## src/rtl/rnic_exdes_pkg.sv

```systemverilog
// Shared constants, FSM state type and header byte-order helper for the
// exdes RoCEv2 RX response generator.
package rnic_exdes_pkg;

    localparam logic [7:0]  RD_RSP_ONLY       = 8'h10;
    localparam logic [7:0]  RDMA_READ         = 8'h00;
    localparam logic [15:0] ETH_TYPE_IPv4     = 16'h0800;
    localparam logic [15:0] UDP_DST_PORT_ROCE = 16'd4791;
    localparam logic [15:0] UDP_SRC_PORT      = 16'hE348;
    localparam logic [7:0]  PROTOCOL_UDP      = 8'h11;
    localparam int unsigned HDR_BYTES         = 58;
    localparam int unsigned ICRC_BYTES        = 4;

    typedef enum logic [1:0] {
        ST_IDLE,
        ST_CALC,
        ST_HDR,
        ST_PAYLOAD
    } rsp_state_e;

    // Header is assembled in wire order (byte 0 at MSB); the stream wants byte 0 at LSB.
    function automatic logic [HDR_BYTES*8-1:0] hdr_byte_reorder(input logic [HDR_BYTES*8-1:0] be);
        logic [HDR_BYTES*8-1:0] r;
        r = '0;
        for (int unsigned i = 0; i < HDR_BYTES; i++) begin
            r[8*i +: 8] = be[8*(HDR_BYTES-1-i) +: 8];
        end
        return r;
    endfunction

endpackage

```

## src/rtl/rnic_exdes_rx_rsp_gen_if.sv

```systemverilog
// Request and AXI-Stream signals of the RX response generator.
interface rnic_exdes_rx_rsp_gen_if;

    logic         req_valid;
    logic         req_ready;
    logic [23:0]  req_psn;
    logic [23:0]  req_dqp;
    logic [15:0]  req_len;
    logic [511:0] m_axis_tdata;
    logic [63:0]  m_axis_tkeep;
    logic         m_axis_tvalid;
    logic         m_axis_tlast;
    logic         m_axis_tready;

    modport master (
        input  req_valid, req_psn, req_dqp, req_len, m_axis_tready,
        output req_ready, m_axis_tdata, m_axis_tkeep, m_axis_tvalid, m_axis_tlast
    );

    modport slave (
        output req_valid, req_psn, req_dqp, req_len, m_axis_tready,
        input  req_ready, m_axis_tdata, m_axis_tkeep, m_axis_tvalid, m_axis_tlast
    );

endinterface

```

## src/rtl/rnic_exdes_ipv4_csum.sv

```systemverilog
// IPv4 header checksum: ones'-complement of the ones'-complement sum of the
// ten 16-bit words of a 20-byte header (wire order, byte 0 at MSB).
module rnic_exdes_ipv4_csum (
    input  logic [159:0] ip_hdr,
    output logic [15:0]  csum
);

    logic [19:0] sum;
    logic [16:0] fold1;
    logic [16:0] fold2;

    // Sum the words, then fold carries back twice (second fold absorbs any new carry).
    always_comb begin
        sum = '0;
        for (int unsigned i = 0; i < 10; i++) begin
            sum = sum + {4'd0, ip_hdr[16*i +: 16]};
        end
        fold1 = {1'b0, sum[15:0]} + {13'd0, sum[19:16]};
        fold2 = {1'b0, fold1[15:0]} + {16'd0, fold1[16]};
        csum  = ~fold2[15:0];
    end

endmodule

```

## src/rtl/rnic_exdes_rx_rsp_gen.sv

```systemverilog
// RoCEv2 RDMA Read Response Only packet generator feeding the ERNIC RX stream.
// Optional: RX_IPV4_CSUM_EN computes the IPv4 header checksum in an extra CALC cycle.
module rnic_exdes_rx_rsp_gen
    import rnic_exdes_pkg::*;
#(
    parameter int unsigned MAX_PAYLOAD  = 256,
    parameter logic [47:0] SRC_MAC      = 48'h0A0B0C0D0E0F,
    parameter logic [47:0] DST_MAC      = 48'h001122334455,
    parameter logic [31:0] SRC_IP       = 32'hC0A80102,
    parameter logic [31:0] DST_IP       = 32'hC0A80101,
    parameter logic [7:0]  PAYLOAD_BYTE = 8'hFF
) (
    input  logic                           core_clk,
    input  logic                           core_aresetn,
    rnic_exdes_rx_rsp_gen_if.master        bus,
    output logic                           req_len_err,
    output logic [15:0]                    pkt_sent_cnt
);

`ifdef RX_IPV4_CSUM_EN
    localparam rsp_state_e ST_AFTER_ACCEPT = ST_CALC;
`else
    localparam rsp_state_e ST_AFTER_ACCEPT = ST_HDR;
`endif

    rsp_state_e state_q, state_d;
    logic [23:0] psn_q, dqp_q;
    logic [15:0] len_q, beat_q, last_beat_q, cnt_q;
    logic        err_q;

    logic        req_ready_w, accept, len_bad, tvalid, handshake, beat_is_last;
    logic [15:0] req_total, total, csum, g;
    logic [5:0]  rem;
    logic [63:0] keep_last;
    logic [159:0] ip_hdr_zero;
    logic [HDR_BYTES*8-1:0] hdr_be, hdr;
    logic [511:0] tdata_w;

    assign req_ready_w  = (state_q == ST_IDLE) && core_aresetn;
    assign accept       = bus.req_valid && req_ready_w;
    assign len_bad      = (bus.req_len > 16'(MAX_PAYLOAD)) || (bus.req_len[1:0] != 2'b00);
    assign req_total    = 16'(HDR_BYTES + ICRC_BYTES) + bus.req_len;
    assign total        = 16'(HDR_BYTES + ICRC_BYTES) + len_q;
    assign handshake    = tvalid && bus.m_axis_tready;
    assign beat_is_last = (beat_q == last_beat_q);

    // State register.
    always_ff @(posedge core_clk) begin
        if (!core_aresetn) state_q <= ST_IDLE;
        else               state_q <= state_d;
    end

    // Next-state and beat-valid decode.
    always_comb begin
        state_d = state_q;
        tvalid  = 1'b0;
        case (state_q)
            ST_IDLE:    if (accept && !len_bad) state_d = ST_AFTER_ACCEPT;
            ST_CALC:    state_d = ST_HDR;
            ST_HDR, ST_PAYLOAD: begin
                tvalid = 1'b1;
                if (bus.m_axis_tready) state_d = beat_is_last ? ST_IDLE : ST_PAYLOAD;
            end
            default:    state_d = ST_IDLE;
        endcase
    end

    // Request capture, beat counter, error pulse and packet counter.
    always_ff @(posedge core_clk) begin
        if (!core_aresetn) begin
            psn_q       <= '0;
            dqp_q       <= '0;
            len_q       <= '0;
            beat_q      <= '0;
            last_beat_q <= '0;
            cnt_q       <= '0;
            err_q       <= 1'b0;
        end else begin
            err_q <= accept && len_bad;
            if (accept && !len_bad) begin
                psn_q       <= bus.req_psn;
                dqp_q       <= bus.req_dqp;
                len_q       <= bus.req_len;
                beat_q      <= '0;
                last_beat_q <= (req_total - 16'd1) >> 6;
            end else if (handshake && !beat_is_last) begin
                beat_q <= beat_q + 16'd1;
            end
            if (handshake && beat_is_last) cnt_q <= cnt_q + 16'd1;
        end
    end

    assign ip_hdr_zero = {8'h45, 8'h00, 16'd48 + len_q, 16'h0000, 16'h0000,
                          8'h40, PROTOCOL_UDP, 16'h0000, SRC_IP, DST_IP};

`ifdef RX_IPV4_CSUM_EN
    logic [15:0] csum_calc, csum_q;

    rnic_exdes_ipv4_csum u_csum (
        .ip_hdr (ip_hdr_zero),
        .csum   (csum_calc)
    );

    // Latch the checksum during CALC so the header beat stays stable under stalls.
    always_ff @(posedge core_clk) begin
        if (!core_aresetn)          csum_q <= '0;
        else if (state_q == ST_CALC) csum_q <= csum_calc;
    end
    assign csum = csum_q;
`else
    assign csum = '0;
`endif

    assign hdr_be = {DST_MAC, SRC_MAC, ETH_TYPE_IPv4,
                     ip_hdr_zero | {80'd0, csum, 64'd0},
                     UDP_SRC_PORT, UDP_DST_PORT_ROCE, 16'd28 + len_q, 16'h0000,
                     RD_RSP_ONLY, 8'h00, 16'hFFFF, 8'h00, dqp_q, 8'h00, psn_q,
                     32'h0000_0000};
    assign hdr = hdr_byte_reorder(hdr_be);

    // Beat assembly: payload fill by absolute byte index, header overlays beat 0;
    // ICRC and bytes past the packet end stay zero.
    always_comb begin
        tdata_w = '0;
        g       = '0;
        for (int unsigned k = 0; k < 64; k++) begin
            g = (beat_q << 6) + 16'(k);
            if (g < 16'(HDR_BYTES) + len_q) tdata_w[8*k +: 8] = PAYLOAD_BYTE;
        end
        if (beat_q == 16'd0) tdata_w[HDR_BYTES*8-1:0] = hdr;
    end

    assign rem       = total[5:0];
    assign keep_last = (rem == 6'd0) ? '1 : ((64'd1 << rem) - 64'd1);

    assign bus.req_ready     = req_ready_w;
    assign bus.m_axis_tvalid = tvalid;
    assign bus.m_axis_tdata  = tvalid ? tdata_w : '0;
    assign bus.m_axis_tkeep  = !tvalid ? '0 : (beat_is_last ? keep_last : '1);
    assign bus.m_axis_tlast  = tvalid && beat_is_last;
    assign req_len_err       = err_q;
    assign pkt_sent_cnt      = cnt_q;

endmodule

```

## src/flat_wrapper.sv

```systemverilog
// flat-port wrapper written by rule: the top's interface ports become plain ports
module rnic_exdes_rx_rsp_gen_flat import rnic_exdes_pkg::*;
#(
    parameter int unsigned MAX_PAYLOAD  = 256,
    parameter logic [47:0] SRC_MAC      = 48'h0A0B0C0D0E0F,
    parameter logic [47:0] DST_MAC      = 48'h001122334455,
    parameter logic [31:0] SRC_IP       = 32'hC0A80102,
    parameter logic [31:0] DST_IP       = 32'hC0A80101,
    parameter logic [7:0]  PAYLOAD_BYTE = 8'hFF
)
  (core_clk, core_aresetn, req_len_err, pkt_sent_cnt, bus_req_valid, bus_req_psn, bus_req_dqp, bus_req_len, bus_m_axis_tready, bus_req_ready, bus_m_axis_tdata, bus_m_axis_tkeep, bus_m_axis_tvalid, bus_m_axis_tlast);
  rnic_exdes_rx_rsp_gen_if bus_i ();
  input  logic core_clk;
  input  logic core_aresetn;
  output logic req_len_err;
  output logic [15:0] pkt_sent_cnt;
  input wire logic [$bits(bus_i.req_valid)-1:0] bus_req_valid;
  input wire logic [$bits(bus_i.req_psn)-1:0] bus_req_psn;
  input wire logic [$bits(bus_i.req_dqp)-1:0] bus_req_dqp;
  input wire logic [$bits(bus_i.req_len)-1:0] bus_req_len;
  input wire logic [$bits(bus_i.m_axis_tready)-1:0] bus_m_axis_tready;
  output wire logic [$bits(bus_i.req_ready)-1:0] bus_req_ready;
  output wire logic [$bits(bus_i.m_axis_tdata)-1:0] bus_m_axis_tdata;
  output wire logic [$bits(bus_i.m_axis_tkeep)-1:0] bus_m_axis_tkeep;
  output wire logic [$bits(bus_i.m_axis_tvalid)-1:0] bus_m_axis_tvalid;
  output wire logic [$bits(bus_i.m_axis_tlast)-1:0] bus_m_axis_tlast;
  assign bus_i.req_valid = bus_req_valid;
  assign bus_i.req_psn = bus_req_psn;
  assign bus_i.req_dqp = bus_req_dqp;
  assign bus_i.req_len = bus_req_len;
  assign bus_i.m_axis_tready = bus_m_axis_tready;
  assign bus_req_ready = bus_i.req_ready;
  assign bus_m_axis_tdata = bus_i.m_axis_tdata;
  assign bus_m_axis_tkeep = bus_i.m_axis_tkeep;
  assign bus_m_axis_tvalid = bus_i.m_axis_tvalid;
  assign bus_m_axis_tlast = bus_i.m_axis_tlast;
  rnic_exdes_rx_rsp_gen #(.MAX_PAYLOAD(MAX_PAYLOAD), .SRC_MAC(SRC_MAC), .DST_MAC(DST_MAC), .SRC_IP(SRC_IP), .DST_IP(DST_IP), .PAYLOAD_BYTE(PAYLOAD_BYTE)) u_core (.core_clk(core_clk), .core_aresetn(core_aresetn), .bus(bus_i), .req_len_err(req_len_err), .pkt_sent_cnt(pkt_sent_cnt));
endmodule
```

## config.mk

```make
export PLATFORM = sky130hd
export DESIGN_NAME = rnic_exdes_rx_rsp_gen_flat
export DESIGN_NICKNAME = d
export VERILOG_FILES = /design/src/rtl/rnic_exdes_pkg.sv /design/src/rtl/rnic_exdes_rx_rsp_gen_if.sv /design/src/rtl/rnic_exdes_ipv4_csum.sv /design/src/rtl/rnic_exdes_rx_rsp_gen.sv /design/src/flat_wrapper.sv
export SDC_FILE = /design/constraint.sdc
export NUM_CORES = 1
export LEC_CHECK = 0
export CORE_AREA = 2 2 259 261
export CTS_BUF_LIST = sky130_fd_sc_hd__clkbuf_16
export DETAILED_ROUTE_END_ITERATION = 12
export DIE_AREA = 0 0 261 263
export GPL_TIMING_DRIVEN = 1
export SYNTH_ARGS = -nofsm -noshare
export SYNTH_HDL_FRONTEND = slang
export SYNTH_SLANG_ARGS = --single-unit
```

## constraint.sdc

```tcl
create_clock -name core_clk -period 16.2 [get_ports core_clk]
set_input_delay 4.86 -clock core_clk [delete_from_list [all_inputs] [get_ports core_clk]]
set_output_delay 4.86 -clock core_clk [all_outputs]
set_load 0.01 [all_outputs]
```

==> results of run 1 <==
-- area by class of cell --
type,instances,area (sq um)
tap,864,1080
timing repair buffer,685,6800
inverter,19,71.3
sequential,109,2180
fill,7266,49100
clock inverter,7,133
antenna,4,10.0
multi-input combinational,1050,5980
clock buffer,9,225
-- Yosys cell counts (19+ instances only) --
| library cell | n |
|---|---|
| o21ai_0 | 116 |
| buf_4 | 352 |
| nor3_1 | 28 |
| dfxtp_1 | 109 |
| ha_1 | 24 |
| clkbuf_1 | 69 |
| xor2_1 | 30 |
| nor2_1 | 125 |
| nand3_1 | 36 |
| xnor2_1 | 66 |
| and2_1 | 35 |
| o21a_1 | 39 |
| a21oi_1 | 168 |
| nand2_1 | 213 |
| buf_2 | 24 |
| inv_1 | 19 |
-- worst max-delay path: cells and delay by family, from the launching register on --
family / cells / cell delay [ns]
buf+inv: 2 / 0.89
fa+ha+maj: 2 / 0.49
xor+xnor: 1 / 0.19
simple gates: 7 / 1.72
compound gates: 4 / 1.82
flops: 1 / 0.78
-- per-stage QoR --
stage / worst slack, ns / area (sq um) / total power, mW / utilization
3_3_place_gp: 5.23 / 16100 / 0.301 / 0.246
2_1_floorplan: 5.90 / 11300 / 0.280 / -
4_1_cts: 5.10 / 16500 / 0.574 / 0.251
5_1_grt: 4.50 / 16500 / 0.585 / 0.251
3_5_place_dp: 5.23 / 16100 / 0.300 / 0.246
6_report: 5.05 / 16500 / 0.565 / 0.251
-- registers in the layout (all words and copies together), names as in the netlist --
name                 cells
u_core.len_q            16
u_core.last_beat_q      10
u_core.pkt_sent_cnt     16
u_core.beat_q           16
u_core.dqp_q            24
u_core.psn_q            24
u_core.req_len_err       1
u_core.state_q           2
-- per-layer routing --
layer,part of all wire,vias to the layer above
li1,-,5634
met1,0.44,5570
met2,0.47,631
met3,0.083,40
met4,0.013,0
met5,0,-
-- cells in the final DEF (no fill, tap or decap), types with 9 or more instances in the layout --
master             n
clkdlybuf4s50_1  662
nand2_1          213
a21oi_1          166
nor2_1           125
o21ai_0          115
dfxtp_1          108
xnor2_1           66
o21a_1            39
and2_1            35
nand3_1           35
xor2_1            30
nor3_1            28
ha_1              24
buf_4             22
inv_1             18
o31ai_1           16
nand4_1           14
and3_1            14
a31oi_1           14
or3_1              9
clkbuf_16          9
-- kinds of logic (layout without fill, tap and decap cells) --
kind of cell    count (synthesis)  in the layout  share of synthesized area
fa+ha+maj                      24             24                     0.0266
buf+inv                       471            720                      0.278
mux                             5              5                    0.00443
xor+xnor                       96             96                     0.0745
compound gates                405            405                      0.210
other cells                     0              4                          0
flops                         109            109                      0.193
simple gates                  520            520                      0.213
-- final timing paths --
check                     from               endpoint  slack, ns  cells past startpoint
min            u_core.dqp_q[7]        u_core.dqp_q[7]       0.46                      2
min reg2reg    u_core.dqp_q[7]        u_core.dqp_q[7]       0.46                      2
max reg2reg  u_core.state_q[1]       u_core.psn_q[16]      13.44                      6
max            u_core.len_q[3]  bus_m_axis_tdata[153]       5.05                     16
-- power by group through the flow --
stage	registers (mW)	logic (mW)	clock network [mW]
final	0.268	0.0261	0.271
after global routing	0.268	0.0280	0.289
after CTS	0.268	0.0264	0.280
after detailed placement	0.274	0.0263	0
after global placement	0.274	0.0264	0
after floorplan	0.274	0.00572	0
==> results.md, run 1 <==
- Max FO, Critical Path: 15
- Clock Latency Late Sink: approximately 0.38 ns
- Synthesis-to-finish area growth: 46.0%
- Actual slew at the worst max-slew pin: 1.33 ns
- P_int: 0.438 mW
- Hold/Removal Path Class: reg -> reg
- H-tree lvl count: 3
- Port bufs: 663
- Post-Syn Instances: 1630
- Final ANT Viol Nets: 0
- Final Wtd Congestion: roughly 0.90
- Mean Syn Cell Area: 6.92 sq um
- Synth top area cells: buf_4 23%, dfxtp_1 19%, a21oi_1 7.5%
- Max Fclk: roughly 90 MHz
- Final setup skew: 0.00975 ns
- Post-synthesis register bit count: 109
- Share of cells above drive strength 1: 0.0330
- Placed Cells: 2727
- Number of flops mapped to enable cells by yosys: 0
- Post-CTS sizing: 0
- Met3 usage: 0.0284
- Total global routing overflow: 0
- Pins Over Slew Limit: 0
- Critical setup path kind: reg -> out
- CP Capture Type: output port
- Minimum clock period after layout: 11.15 ns
- Synth Warn #: 0
- Library cells used by synthesis: 71
- Per-cell routed wire length: 20.6 um
- Final-stage net count: 1966
- Met1 usage: 0.207
- Global-route wire length before repair: roughly 79000 um
- Arrival time worst endpoint: 6.29 ns
- Leak: slightly below 6 nW
- Hold Violations, Final: 0
- Power share of the clock group: 0.480
- WHS: 0.456 ns
- Initial Util: 0.172
- Max capacitance violation total: 0
- Sequential power share: 0.474
- Vias per cell: 4.32
- Initial DRT Pass Iterations: 5
- Final setup viols: 0
- Synthesized area: 11300 sq um
- Clock-pin transition on the worst setup and hold timing paths: 0.08 ns
- Clk sink count: 109
- Final wirelength: between 50000 and 60000 um
- Maximum VDD drop: 0.0525 mV
- Syn nets: 1722
- Die X: 261 um
- Pwr/cell area: about 34 nW/um^2
- # hold bufs at CTS: 0
- Setup_tns: 0 ns
- Comb power frac: 0.046
- Post-DP HPWL: between 40000 and 50000 um
- Vias in the first global route: 11100
- GRT Resource Usage Total: 0.156
- Initial antenna violation count: 2
- Predominant post-synthesis flop cell: dfxtp_1
- Worst Setup Start Kind: flop
- DIE AREA: 68600 sq um
- Top cell type's share of synthesized area: 0.234
- Worst Path Required: 11.34 ns
- Register area share after synthesis: 0.193
- CP max stage delay: 0.82 ns
- Die height: roughly 260 um
- Initial DRC count: 811
- Top cell by count, worst path: nand2_1
- Ports: 664
- CP max-delay cell: a21oi_1
- Met2 Resource Use GR: 0.262
- Core area: about 66000 sq um
- # DRC: 0
- Vias post-DR: 11900
- RSZ-0062 raised after global routing: no
- Synth area leader: buf_4
- Number of CTS-inserted buffers: 9
- Crit path cell chain: inv_1 > ha_1 > a21o_1 > nand2_1 > nand2_1 > nand3_1 > nor2_1 > xnor2_1 > ha_1 > and2_1 > a221oi_1 > o21ai_1 > nor2_2 > nand2_1 > a21oi_1 > clkdlybuf4s50_1
- Ys async rst share: 0
- Total setup buffers inserted after CTS: 0
- Largest net degree at the start of global routing: 98
- Status: completed
- CTS root buf: clkbuf_16
- Net Switching: 0.127 mW
- Switching share of power: 0.225
- Rows: 94
- Fin crit share: 0.688
- Finished Layout Cells: approximately 2700
- Slew HR: 0.0962
- GRT Max-Usage Layer: met2
- TritonCTS clock tree: done
- CTS Buffer Depth: 2
Note: power is estimated with default switching activity, not from simulation.
==> run 2, diff against run 1 <==
Settings changed: CORE_AREA 2 2 259 261 to 2 2 260 262, DIE_AREA 0 0 261 263 to 0 0 262 264.
Clock period 16.2 ns to 9.7 ns, I/O delays scaled along.
==> run 2 against run 1 <==
  * First-iteration DRC count up 21%
  * Clock skew up 0.0086 ns
  * Combinational power up 69%
  * Die area rose by 0.76%
  * Non-clock buffer count fell by 4
  * Worst hold slack worse by 0.0011 ns
  * Critical path depth is the same
  * Routed wire length decreased by 0.72%
==> results.md, run 2 (synthesis results as in run 1) <==
- Die X: 262 um
- Hold Startpoint: u_core.dqp_q[6]
- Hold Violations, Final: 0
- Most frequent cells in the layout: 662 x clkdlybuf4s50_1, 213 x nand2_1, 166 x a21oi_1, 125 x nor2_1, 115 x o21ai_0
- # hold bufs at CTS: 0
- Setup slack, reg-to-reg: between 6 and 7 ns
- Final ANT Viol Nets: 0
- Total global routing overflow: 0
- Setup_tns: 0 ns
- GRT Resource Usage Total: 0.153
- Register Area: about 2200 sq um
- Initial antenna violation count: 1
- Met2 Resource Use GR: 0.246
- Met1 usage: 0.204
- Non-Filler Cell Area, Final: 16400 sq um
- Rows: 95
- Final setup viols: 0
- Actual slew at the worst max-slew pin: 1.12 ns
- Minimum clock period after layout: 8.94 ns
- Met3 usage: 0.0335
- Vias post-DR: between 10000 and 15000
- Post-DP HPWL: 45700 um
- Critical Path End: bus_m_axis_tdata[479]
- Regs by FF count: u_core.dqp_q x24, u_core.psn_q x24
- DP Area: 16100 sq um
- Pins Over Slew Limit: 0
- Pwr/cell area: about 55 nW/um^2
- Die height: ~260 um
- Clk sink count: approximately 110
- Global-route wire length before repair: 77600 um
- Worst Path Required: 6.79 ns
- Critical setup path kind: reg -> out
- CTS Buffer Depth: 2
- Final Power: between 0.8 and 0.9 mW
- Pre-CTS WS: 1.27 ns
- DIE AREA: 69200 sq um
- Setup WS post-layout: 0.762 ns
- Cell count of the worst reg-to-reg path: 7
- Arrival time worst endpoint: 6.03 ns
- CTS root buf: clkbuf_16
- Synthesis-to-finish area growth: 45.7%
- Initial Util: 0.170
- Slew HR: 0.254
- Clock-pin transition on the worst setup and hold timing paths: 0.09 ns
- Hold/Removal Path Class: reg -> reg
- Max capacitance violation total: 0
- CP startpoint: u_core.len_q[3]
- Share of cells above drive strength 1: 0.0336
- Final Wtd Congestion: 0.934
- Number of CTS-inserted buffers: 9
- TritonCTS clock tree: done
- Clock Latency Late Sink: just under 0.4 ns
- Vias per cell: 4.34
- Filler cells: approximately 7400
- Max Fclk: 112 MHz
- Final setup skew: 0.0184 ns
- Min-Delay Path Depth: 2
- R2R Path Start: u_core.beat_q[5]
- Initial DRC count: 984
- Area of the multi-input gates: 6010 sq um
- Initial DRT Pass Iterations: 5
- Worst Setup Start Kind: flop
- CP Capture Type: output port
- Post-CTS sizing: 0
- Final design utilization: 0.247
- Final-stage net count: around 2000
- Final wirelength: 56200 um
- Port bufs: 663
- Total setup buffers inserted after CTS: 0
- Status: completed
- Max FO, Critical Path: 15
- GRT Max-Usage Layer: met2
- Leak: 5.74 nW
- H-tree lvl count: 3
- Fin crit share: 0.921
- Largest net degree at the start of global routing: 98
- R2R Path End: u_core.pkt_sent_cnt[5]
- Per-cell routed wire length: 20.4 um
- Commonest non-fill, non-tap cell in the layout: clkdlybuf4s50_1
- Maximum VDD drop: around 0.086 mV
- Core area: 66600 sq um
- # DRC: 0
- Ports: approximately 660
- RSZ-0062 raised after global routing: no
- Vias in the first global route: roughly 11000
run 2: cell types whose count changed in the layout (fill, tap and decap cells not counted), moves of 2 or more:
cell	previous run	this run
buf_4	22	18
bufinv_16	3	0
clkinv_8	1	3
diode_2	4	1
run 2: metrics by stage:
step                hold WS (ns)  std cells
floorplan                  0.433       1630
global placement           0.442       2732
detailed placement         0.448       2732
CTS                        0.460       2748
global route               0.476       2748
finish                     0.455       2749
run 2: critical path, stage by stage (launching register included):
cell	delay, ns
dfxtp_1	0.74
inv_1	0.20
ha_1	0.23
a21o_1	0.23
nand2_1	0.09
nand2_1	0.08
nand3_1	0.20
nor2_1	0.10
xnor2_1	0.20
ha_1	0.27
and2_1	0.18
a221oi_1	0.32
o21ai_1	0.37
a21oi_1	0.55
nand2_1	0.37
a31oi_1	0.82
clkdlybuf4s50_1	0.69
run 2: how the worst min path moves through the flow:
stage / end / slack (ns)
finish: u_core.dqp_q[6] / 0.45
floorplan: u_core.dqp_q[0] / 0.43
global placement: u_core.dqp_q[3] / 0.44
CTS: u_core.dqp_q[6] / 0.46
global route: u_core.dqp_q[2] / 0.48
detailed placement: u_core.dqp_q[2] / 0.45
run 2: layer usage:
metal  vias to the layer above  part of all wire
met5                         -                 0
met4                         0             0.020
met3                        60             0.090
met2                       674              0.45
met1                      5573              0.44
li1                       5611                 -
run 2: final cells by class:
type,instances,area share
tap,873,0.0664
antenna,1,0.000152
multi-input combinational,1050,0.365
inverter,19,0.00434
sequential,109,0.133
timing repair buffer,681,0.412
clock buffer,9,0.0137
clock inverter,7,0.00571
run 2: report_power, final:
part	internal (mW)	switching [mW]
clock network	0.188	0.217
registers	0.447	0.000169
logic	0.0267	0.0172
